File: config.mk
export PLATFORM = sky130hd
export DESIGN_NAME = pulse_stretch_flat
export DESIGN_NICKNAME = d
export VERILOG_FILES = /design/src/rtl/pulse_stretch_pkg.sv /design/src/rtl/pulse_stretch_if.sv /design/src/rtl/pulse_stretch_down_counter.sv /design/src/rtl/pulse_stretch.sv /design/src/flat_wrapper.sv
export SDC_FILE = /design/constraint.sdc
export NUM_CORES = 1
export LEC_CHECK = 0
export ABC_AREA = 1
export ABC_CLOCK_PERIOD_IN_PS = 2300
export CAP_MARGIN = 20
export CORE_ASPECT_RATIO = 0.8
export CORE_UTILIZATION = 40
export DETAILED_ROUTE_END_ITERATION = 8
export GPL_TIMING_DRIVEN = 1
export PLACE_DENSITY = 0.72
export SETUP_SLACK_MARGIN = 0.1
export SYNTH_ARGS = -nofsm -noshare
export SYNTH_HDL_FRONTEND = slang
export SYNTH_SLANG_ARGS = --single-unit
File: constraint.sdc
create_clock -name clock -period 2.3 [get_ports clock]
set_clock_uncertainty 0.05 [all_clocks]
set_input_delay 0.23 -clock clock [delete_from_list [all_inputs] [get_ports clock]]
set_output_delay 0.23 -clock clock [all_outputs]
set_load 0.005 [all_outputs]
File: src/rtl/pulse_stretch_pkg.sv
// Shared types for the pulse stretcher: FSM state encoding and counter sizing.
package pulse_stretch_pkg;

  typedef enum logic [1:0] {
    ST_IDLE = 2'b00,
    ST_HOLD = 2'b01,
    ST_GAP  = 2'b10
  } state_t;

  // One counter serves both phases, so it must hold the larger reload value.
  function automatic int cnt_width(input int hold, input int gap);
    return $clog2(((hold > gap) ? hold : gap) + 1);
  endfunction

endpackage

File: src/rtl/pulse_stretch_if.sv
// Event-in / window-out bundle; master drives the strobe side, slave is the stretcher.
interface pulse_stretch_if #(
  parameter int PEND_W = 3
);
  logic              pulse;
  logic              overflow_clr;
  logic              level;
  logic              busy;
  logic [PEND_W-1:0] pending;
  logic              overflow;

  modport master (output pulse, overflow_clr, input level, busy, pending, overflow);
  modport slave  (input pulse, overflow_clr, output level, busy, pending, overflow);
endinterface

File: src/rtl/pulse_stretch_down_counter.sv
// Loadable down counter shared by the HOLD and GAP phases; zero flags the final cycle.
// One cycle from load/en to count; load takes priority over en.
module down_counter #(
  parameter int W = 3
) (
  input  logic         clock,
  input  logic         reset,
  input  logic         load,
  input  logic [W-1:0] load_val,
  input  logic         en,
  output logic [W-1:0] count,
  output logic         zero
);

  always_ff @(posedge clock) begin
    if (reset) begin
      count <= '0;
    end else if (load) begin
      count <= load_val;
    end else if (en && count != '0) begin
      count <= count - W'(1);
    end
  end

  assign zero = (count == '0);

endmodule

File: src/rtl/pulse_stretch.sv
// Stretches single-cycle strobes into HOLD_CYCLES-wide windows separated by GAP_CYCLES lows.
// Zero-latency start from IDLE; events during a window are queued (or retrigger), never stalled.
module pulse_stretch
  import pulse_stretch_pkg::*;
#(
  parameter int HOLD_CYCLES = 4,
  parameter int GAP_CYCLES  = 2,
  parameter int PEND_W      = 3,
  parameter int RETRIGGER   = 0
) (
  input  logic            clock,
  input  logic            reset,
  pulse_stretch_if.slave  bus
);

  localparam int              CW       = cnt_width(HOLD_CYCLES, GAP_CYCLES);
  localparam logic [CW-1:0]   HOLD_LD  = CW'(HOLD_CYCLES - 1);
  localparam logic [CW-1:0]   GAP_LD   = CW'(GAP_CYCLES - 1);
  localparam logic [CW-1:0]   CNT_MAX  = (HOLD_LD > GAP_LD) ? HOLD_LD : GAP_LD;
  localparam logic [PEND_W-1:0] PEND_MAX = '1;

  state_t            state;
  logic              level_q;
  logic              busy_q;
  logic              ovf_q;
  logic [PEND_W-1:0] pend_q;

  logic              cnt_load;
  logic              cnt_en;
  logic              cnt_zero;
  logic [CW-1:0]     cnt_val;
  logic [CW-1:0]     cnt_q;

  logic              retrig_hit;
  logic              enq;
  logic              deq;
  logic              ovf_set;

  assign retrig_hit = (RETRIGGER != 0) && bus.pulse && (state == ST_HOLD);
  assign enq        = bus.pulse && (((state == ST_HOLD) && (RETRIGGER == 0)) || (state == ST_GAP));
  // A strobe landing on the GAP expiry edge with nothing queued is consumed directly.
  assign deq        = (state == ST_GAP) && cnt_zero && ((pend_q != '0) || bus.pulse);
  assign ovf_set    = enq && !deq && (pend_q == PEND_MAX);

  always_comb begin
    cnt_load = 1'b0;
    cnt_val  = HOLD_LD;
    cnt_en   = 1'b0;
    case (state)
      ST_IDLE: cnt_load = bus.pulse;
      ST_HOLD: begin
        if (retrig_hit) begin
          cnt_load = 1'b1;
        end else if (cnt_zero) begin
          cnt_load = 1'b1;
          cnt_val  = GAP_LD;
        end else begin
          cnt_en = 1'b1;
        end
      end
      ST_GAP: begin
        if (cnt_zero) cnt_load = deq;
        else          cnt_en   = 1'b1;
      end
      default: ;
    endcase
  end

  down_counter #(.W(CW)) u_cnt (
    .clock    (clock),
    .reset    (reset),
    .load     (cnt_load),
    .load_val (cnt_val),
    .en       (cnt_en),
    .count    (cnt_q),
    .zero     (cnt_zero)
  );

  always_ff @(posedge clock) begin
    if (!reset) assert (cnt_q <= CNT_MAX);
  end

  always_ff @(posedge clock) begin
    if (reset) begin
      state   <= ST_IDLE;
      level_q <= 1'b0;
      busy_q  <= 1'b0;
      pend_q  <= '0;
      ovf_q   <= 1'b0;
    end else begin
      case (state)
        ST_IDLE: begin
          if (bus.pulse) begin
            state   <= ST_HOLD;
            level_q <= 1'b1;
            busy_q  <= 1'b1;
          end
        end
        ST_HOLD: begin
          if (!retrig_hit && cnt_zero) begin
            state   <= ST_GAP;
            level_q <= 1'b0;
          end
        end
        ST_GAP: begin
          if (cnt_zero) begin
            if (deq) begin
              state   <= ST_HOLD;
              level_q <= 1'b1;
            end else begin
              state  <= ST_IDLE;
              busy_q <= 1'b0;
            end
          end
        end
        default: begin
          state   <= ST_IDLE;
          level_q <= 1'b0;
          busy_q  <= 1'b0;
        end
      endcase

      if (enq && !deq) begin
        if (pend_q != PEND_MAX) pend_q <= pend_q + PEND_W'(1);
      end else if (deq && !enq) begin
        pend_q <= pend_q - PEND_W'(1);
      end

      if (ovf_set)               ovf_q <= 1'b1;
      else if (bus.overflow_clr) ovf_q <= 1'b0;
    end
  end

  assign bus.level    = level_q;
  assign bus.busy     = busy_q;
  assign bus.pending  = pend_q;
  assign bus.overflow = ovf_q;

endmodule

File: src/flat_wrapper.sv
// flat-port wrapper written by rule: the top's interface ports become plain ports
module pulse_stretch_flat import pulse_stretch_pkg::*;
#(
  parameter int HOLD_CYCLES = 4,
  parameter int GAP_CYCLES  = 2,
  parameter int PEND_W      = 3,
  parameter int RETRIGGER   = 0
)
  (clock, reset, bus_pulse, bus_overflow_clr, bus_level, bus_busy, bus_pending, bus_overflow);
  pulse_stretch_if #(.PEND_W(PEND_W)) bus_i ();
  input  logic clock;
  input  logic reset;
  input wire logic [$bits(bus_i.pulse)-1:0] bus_pulse;
  input wire logic [$bits(bus_i.overflow_clr)-1:0] bus_overflow_clr;
  output wire logic [$bits(bus_i.level)-1:0] bus_level;
  output wire logic [$bits(bus_i.busy)-1:0] bus_busy;
  output wire logic [$bits(bus_i.pending)-1:0] bus_pending;
  output wire logic [$bits(bus_i.overflow)-1:0] bus_overflow;
  assign bus_i.pulse = bus_pulse;
  assign bus_i.overflow_clr = bus_overflow_clr;
  assign bus_level = bus_i.level;
  assign bus_busy = bus_i.busy;
  assign bus_pending = bus_i.pending;
  assign bus_overflow = bus_i.overflow;
  pulse_stretch #(.HOLD_CYCLES(HOLD_CYCLES), .GAP_CYCLES(GAP_CYCLES), .PEND_W(PEND_W), .RETRIGGER(RETRIGGER)) u_core (.clock(clock), .reset(reset), .bus(bus_i));
endmodule
# ---- Yosys cells after proc, flatten, opt, wreduce, memory -nomap -nowiden
# Cells that the tools add are included.
dict set report word_totals {
  reg_bits 11
  inputBits 4
  output_inout_bits 6
  wordCells 70
}
dict set report classes {
  n_addsub 3
  eq_ne 10
  muxes 27
  n_bitwise 1
  n_reduce_logical 23
}
# cell count
set ops {}
lappend ops {{3-bit two-way mux} 6}
lappend ops {{1-bit two-way mux} 13}
lappend ops {{1-bit one-hot mux with 3 select lines} 3}
lappend ops {{2-bit two-way mux} 4}
lappend ops {{4-bit AND reduction} 2}
lappend ops {{1-bit logical AND} 7}
lappend ops {{2-bit by 1-bit != test with 1-bit output (second input constant)} 3}
lappend ops {{2-bit != test (second input constant)} 3}
lappend ops {{2-bit one-hot mux with 3 select lines} 1}
lappend ops {{2-bit nonzero test} 3}
lappend ops {{3-bit nonzero test} 2}
lappend ops {{3-bit by 1-bit subtractor with 3-bit output (second input constant)} 2}
lappend ops {{3-bit by 1-bit adder with 3-bit output (second input constant)} 1}
lappend ops {{3-bit equality test (second input constant)} 1}
lappend ops {{3-bit logical NOT} 1}
lappend ops {{3-bit != test (second input constant)} 1}
lappend ops {{3-bit AND reduction} 1}
lappend ops {{2-bit by 1-bit equality test with 1-bit output (second input constant)} 1}
lappend ops {{2-bit equality test (second input constant)} 1}
lappend ops {{1-bit logical NOT} 2}
lappend ops {{2-bit logical NOT} 1}
lappend ops {{1-bit logical OR} 2}
lappend ops {{2-bit AND reduction} 1}
lappend ops {{2-bit OR reduction} 1}
lappend ops {{1-bit NOT} 1}

# ---- Logic depth before layout (Yosys ltp)
dict set report logic_depth {
  ltp_word 7
  mapped_depth 14
  depth_no_buf 14
}

# ---- By module
# A second synthesis with hierarchy kept.
dict set report hier_totals {
  hier_cells 119
  area_unflattened_um2 794.5
}
# module n_inst cells_per_inst area_each_um2 seq_area_each_um2
set modules_own_cells {}
lappend modules_own_cells {pulse_stretch 1 85 593.1 160.2}
lappend modules_own_cells {down_counter 1 34 201.4 60.1}

# ---- Worst setup path before layout
# No wires, ideal clock.
dict set report synth_timing {
  path_type {reg-to-reg}
  startpoint {register u_core.u_cnt.count[0]}
  endpoint {register u_core.pend_q[2], in the netlist u_core.bus.pending[2]}
  setup_time_ns 0.115
  arrival_ns 1.711
  t_required_ns 2.135
  setup_slack_ns 0.424
  stages_incl_launch_ff 13
  path_buffers 0
  synth_period_minus_slack_ns 1.876
  cell_sequence {dfxtp_1 inv_1 ha_1 ha_1 nand2_1 inv_2 nand2_4 nand2_2 fa_1 nand3_1 nand2_1 a21oi_1 nor2_1}
}
dict set report synth_between {
  elab_chain_cells 7
  word_cells_on_any_way 10
  classes_between {eq/ne (1); mux (1); reduce/logical (8)}
}
# element line_no
set synth_rtl {}
lappend synth_rtl {{start, declared} pulse_stretch_down_counter.sv:11} ;# output logic [W-1:0] count,
lappend synth_rtl {{start signal, assigned} pulse_stretch_down_counter.sv:19} ;# count <= load_val;
lappend synth_rtl {{start signal, assigned} pulse_stretch_down_counter.sv:21} ;# count <= count - W'(1);
lappend synth_rtl {{3-bit logical NOT *} pulse_stretch_down_counter.sv:25} ;# assign zero = (count == '0);
lappend synth_rtl {{1-bit logical AND * (2 in a row)} pulse_stretch.sv:42} ;# assign deq = (state == ST_GAP) && cnt_zero && ((pend_q != '0) || bus.pulse);
lappend synth_rtl {{1-bit logical NOT} pulse_stretch.sv:123} ;# if (enq && !deq) begin
lappend synth_rtl {{1-bit logical AND} pulse_stretch.sv:123}
lappend synth_rtl {{2-bit != test (no line) or 2-bit nonzero test (tied branches)} --}
lappend synth_rtl {{2-bit AND reduction (no line)} --}
lappend synth_rtl {{end signal, assigned} pulse_stretch.sv:124} ;# if (pend_q != PEND_MAX) pend_q <= pend_q + PEND_W'(1);
lappend synth_rtl {{end signal, assigned} pulse_stretch.sv:126} ;# pend_q <= pend_q - PEND_W'(1);
lappend synth_rtl {{end, declared} pulse_stretch.sv:26} ;# logic [PEND_W-1:0] pend_q;
# Mark *: on every way between the ends. The rest lies on a longest branch, timed or not.
# A chain may end at the register's enable or synchronous reset.

# ---- Worst setup path after layout
# Ends and elaborated chain as after synthesis.

==> impl.org <==
** Synth
- By instance count, the leading cell after synthesis is nand2_1.
- Of all cell types, the one taking the most synthesized area is dfxtp_1.
- Counting every net in the synthesized netlist gives 110.
- After synthesis, the most frequently instantiated cells are 20 x nand2_1, 11 x dfxtp_1, 11 x inv_1, 11 x nor2_1, 8 x nand3_1.
- Synthesized area per cell :: 7.12 um^2
- Ranked by total cell area, the synthesized netlist is headed by dfxtp_1 32%, ha_1 13%, nand2_1 11%.
- For this run, the number of Yosys warnings is 0.
- Number of synthesized register bits :: 11
- Post-synthesis cell count :: 98
- Counting flops with a built-in enable in the synthesized netlist gives 0.
- Distinct cells, synth :: 22
- Share of synthesized area occupied by flip-flops and latches :: 0.315
- Top-area cell type share of the netlist area :: 0.315
- Post-synthesis async set-or-reset flop share :: 0
- Summing every instance area after synthesis gives 698 um^2.
- Primary flip-flop cell chosen by synthesis mapping :: dfxtp_1

** Global route
- Pin count of the biggest net entering global routing :: 9
- The first global-routing pass estimated 2.12 mm of wire.
- Global routing usage summed across all routing layers :: 0.152
- Via count of the first global-routing pass :: 516
- Final global-route overflow total :: 0
- The number of antenna violations at the first check in global routing came to 0.

** Timing
- The number of pins exceeding their max-slew limit in the final report was 0.
- For this run, the top clock speed supported by timing is 0.506 GHz.
- At the pin with the least slew margin, the transition time is 245 ps.
- Final period util :: 0.860
- Tightest slew margin relative to the limit :: 0.836
- RSZ-0062 raised after global routing :: no
- Final Hold Vio Count :: 0
- The worst path in the final design needs a cycle of 1980 ps, including I/O delays and setup.
- Setup violations remaining at the end of the flow were counted as 0.
- Total Negative Setup Slacks :: 0 ps

** Drt
- For this run, the detailed router's first-pass iteration total came to 3.
- DRT iter0 DRCs :: 4
- Dividing the detail-routed wire length by the instance count gives 9.68 um.
- Post-DRT Antenna Nets :: 0
- For this block, the via count after detailed routing is 600.
- Vias per inst :: 4.51
- For this block, the routed nets add up to 1.29 mm of wire.
- Drt drc :: 0

** Critical path
- In this run the worst path has a maximum fanout of 8.
- STA classifies the critical path startpoint as a flip-flop.
- Kind of critical path :: reg -> reg
- At the worst endpoint, the arrival time is 2090 ps.
- Data on the critical path is required at its endpoint by 2410 ps.
- STA classifies the critical path endpoint as a flip-flop.

** Power and ir drop
- The share of total power dissipated in the clock network is 0.103.
- Leak Pwr :: 0.401 nW
- In this run the power density over the cells is 1450 nW/um^2.
- In this run the power spent charging and discharging nets is 0.559 mW.
- Switching share of power :: 0.458
- Peak VDD IR :: 0.715 mV
- Of the total power, registers draw 0.291.
- Logic gate share of total power :: 0.606
- The internal portion of the total power is 0.662 mW.

** Floorplanning
- Die X-Extent :: 48.7 um
- Die Ht :: 39.4 um
- The floorplan has 13 rows.
- Core area :: 1630 um^2
- I/O pin count :: 10
- Effective utilization at floorplan :: 0.429
- Total Die Area :: 1920 um^2

** Cells and area
- Fraction of layout cells with a size suffix above 1 :: 0.144
- Ant diodes :: 0
- Counting the fill cells in the layout gives 171.
- For this run, the share of the core covered by cells in the final layout is 0.519.
- Synthesis-to-finish area growth :: 21.0%
- Net count reported at finish :: 124

** Placed design
- Placed wire-length estimate :: 1.05 mm
- At the end of routability-driven placement, the weighted congestion stood at 0.772.
- Input/output buffers :: 9

** Run status
- The run finished with clean final reports.

** Hold path
- Worst hold-check path type :: reg -> reg

** Clock network
- The clock passes through at most 2 buffers.
- Setup fix buffers added after clock tree synthesis :: 0
- Clock buffers created by TritonCTS :: 3
- Clock-pin slew was measured on the worst setup and hold paths at 60 ps.
- In this run the number of H-tree levels came out at 1.
- TritonCTS built the clock tree.
- Clock tree synthesis found a total of 11 sinks.
- Clock latency on the worst-skew pair, taken at its later pin, is 260 ps.
- CTS placed an instance of clkbuf_4 at the clock tree root.

** Job
- The tool flagged a number of max-cap violations equal to 0.
-- worst paths after layout --
| check | startpoint | endpoint | slack [ps] | cells after the start |
|---|---|---|---|---|
| min reg2reg | u_core.bus.busy | u_core.bus.busy | 420 | 2 |
| max | u_core.u_cnt.count[0] | u_core.bus.pending[2] | 320 | 14 |
| min | u_core.bus.busy | u_core.bus.busy | 420 | 2 |
| max reg2reg | u_core.u_cnt.count[0] | u_core.bus.pending[2] | 320 | 14 |
-- per-layer routing --
| layer | up-vias | track usage | part of all wire |
|---|---|---|---|
| met1 | 258 | 0.199 | 0.54 |
| met5 | - | 0 | 0 |
| met3 | 2 | 0.0581 | 0.040 |
| li1 | 333 | - | - |
| met2 | 7 | 0.240 | 0.42 |
| met4 | 0 | 0.0221 | 0.0047 |
-- cell type report --
cell class / count / area [um^2] / share of cell area
clock buffers: 4 / 26.3 / 0.0311
inverters: 18 / 67.6 / 0.0800
multi-input cells: 69 / 413 / 0.489
flip-flops and latches: 11 / 220 / 0.261
well taps: 22 / 27.5 / 0.0326
repair buffers: 9 / 90.1 / 0.107
-- metrics by stage --
stage	hold WS [ps]	setup slack, ps	cell area, um^2	power, mW	instances
2_1_floorplan	242	424	698	0.890	98
3_3_place_gp	403	329	816	1.08	129
3_5_place_dp	411	267	816	1.09	129
4_1_cts	423	262	842	1.23	133
5_1_grt	441	137	845	1.36	133
6_report	420	322	845	1.22	133
-- layout by cell type (no fill, tap or decap) --
master / n
nand2_1: 20
inv_1: 11
nor2_1: 11
dfxtp_1: 11
clkdlybuf4s50_1: 9
nand3_1: 8
inv_2: 6
ha_1: 6
a21oi_1: 5
o21ai_1: 4
nand2_2: 3
clkbuf_4: 3
a21o_1: 1
a21oi_4: 1
nand2_4: 1
nand4_1: 1
or2_0: 1
xor2_1: 1
a21oi_2: 1
clkinv_1: 1
o22ai_1: 1
o21ai_0: 1
and3_1: 1
fa_1: 1
ha_2: 1
clkbuf_1: 1
-- flip-flops by register name, indices dropped and copies added, names as in the netlist --
name	count
u_core.bus.busy	1
u_core.bus.level	1
u_core.bus.overflow	1
u_core.bus.pending	3
u_core.state	2
u_core.u_cnt.count	3
-- worst max-delay path: stages, from the launching register on --
cell     delay (ps)
dfxtp_1         340
inv_1            50
ha_1            190
ha_2            200
nand2_1          70
inv_2            50
nand2_4         100
nand2_2          80
fa_1            380
inv_1            70
nand2_1          50
nand2_1          80
nand3_1          70
nand2_1          60
nor2_1           40
-- cells by family (layout without fill, tap and decap cells) --
kind of cell | Yosys count | in the layout | share of synthesized area
adder cells (fa/ha/maj) | 8 | 8 | 0.154
AND/OR/NAND/NOR | 46 | 46 | 0.294
buffers and inverters | 18 | 31 | 0.0968
XOR/XNOR | 1 | 1 | 0.0125
AO/OA/AOI/OAI | 14 | 14 | 0.127
flip-flops | 11 | 11 | 0.315
-- power by group through the flow --
| stage | Combinational [mW] | Clock (mW) | Sequential [mW] |
|---|---|---|---|
| floorplan | 0.544 | 0 | 0.346 |
| global placement | 0.724 | 0 | 0.353 |
| detailed placement | 0.735 | 0 | 0.359 |
| CTS | 0.740 | 0.133 | 0.356 |
| global route | 0.849 | 0.137 | 0.371 |
| finish | 0.740 | 0.126 | 0.355 |
-- repair_timing --
action	in CTS	in global routing
setup endpoints to repair	0	1
hold buffers	0	0
gates resized for setup	0	1
Note: power is estimated with default switching activity, not from simulation.
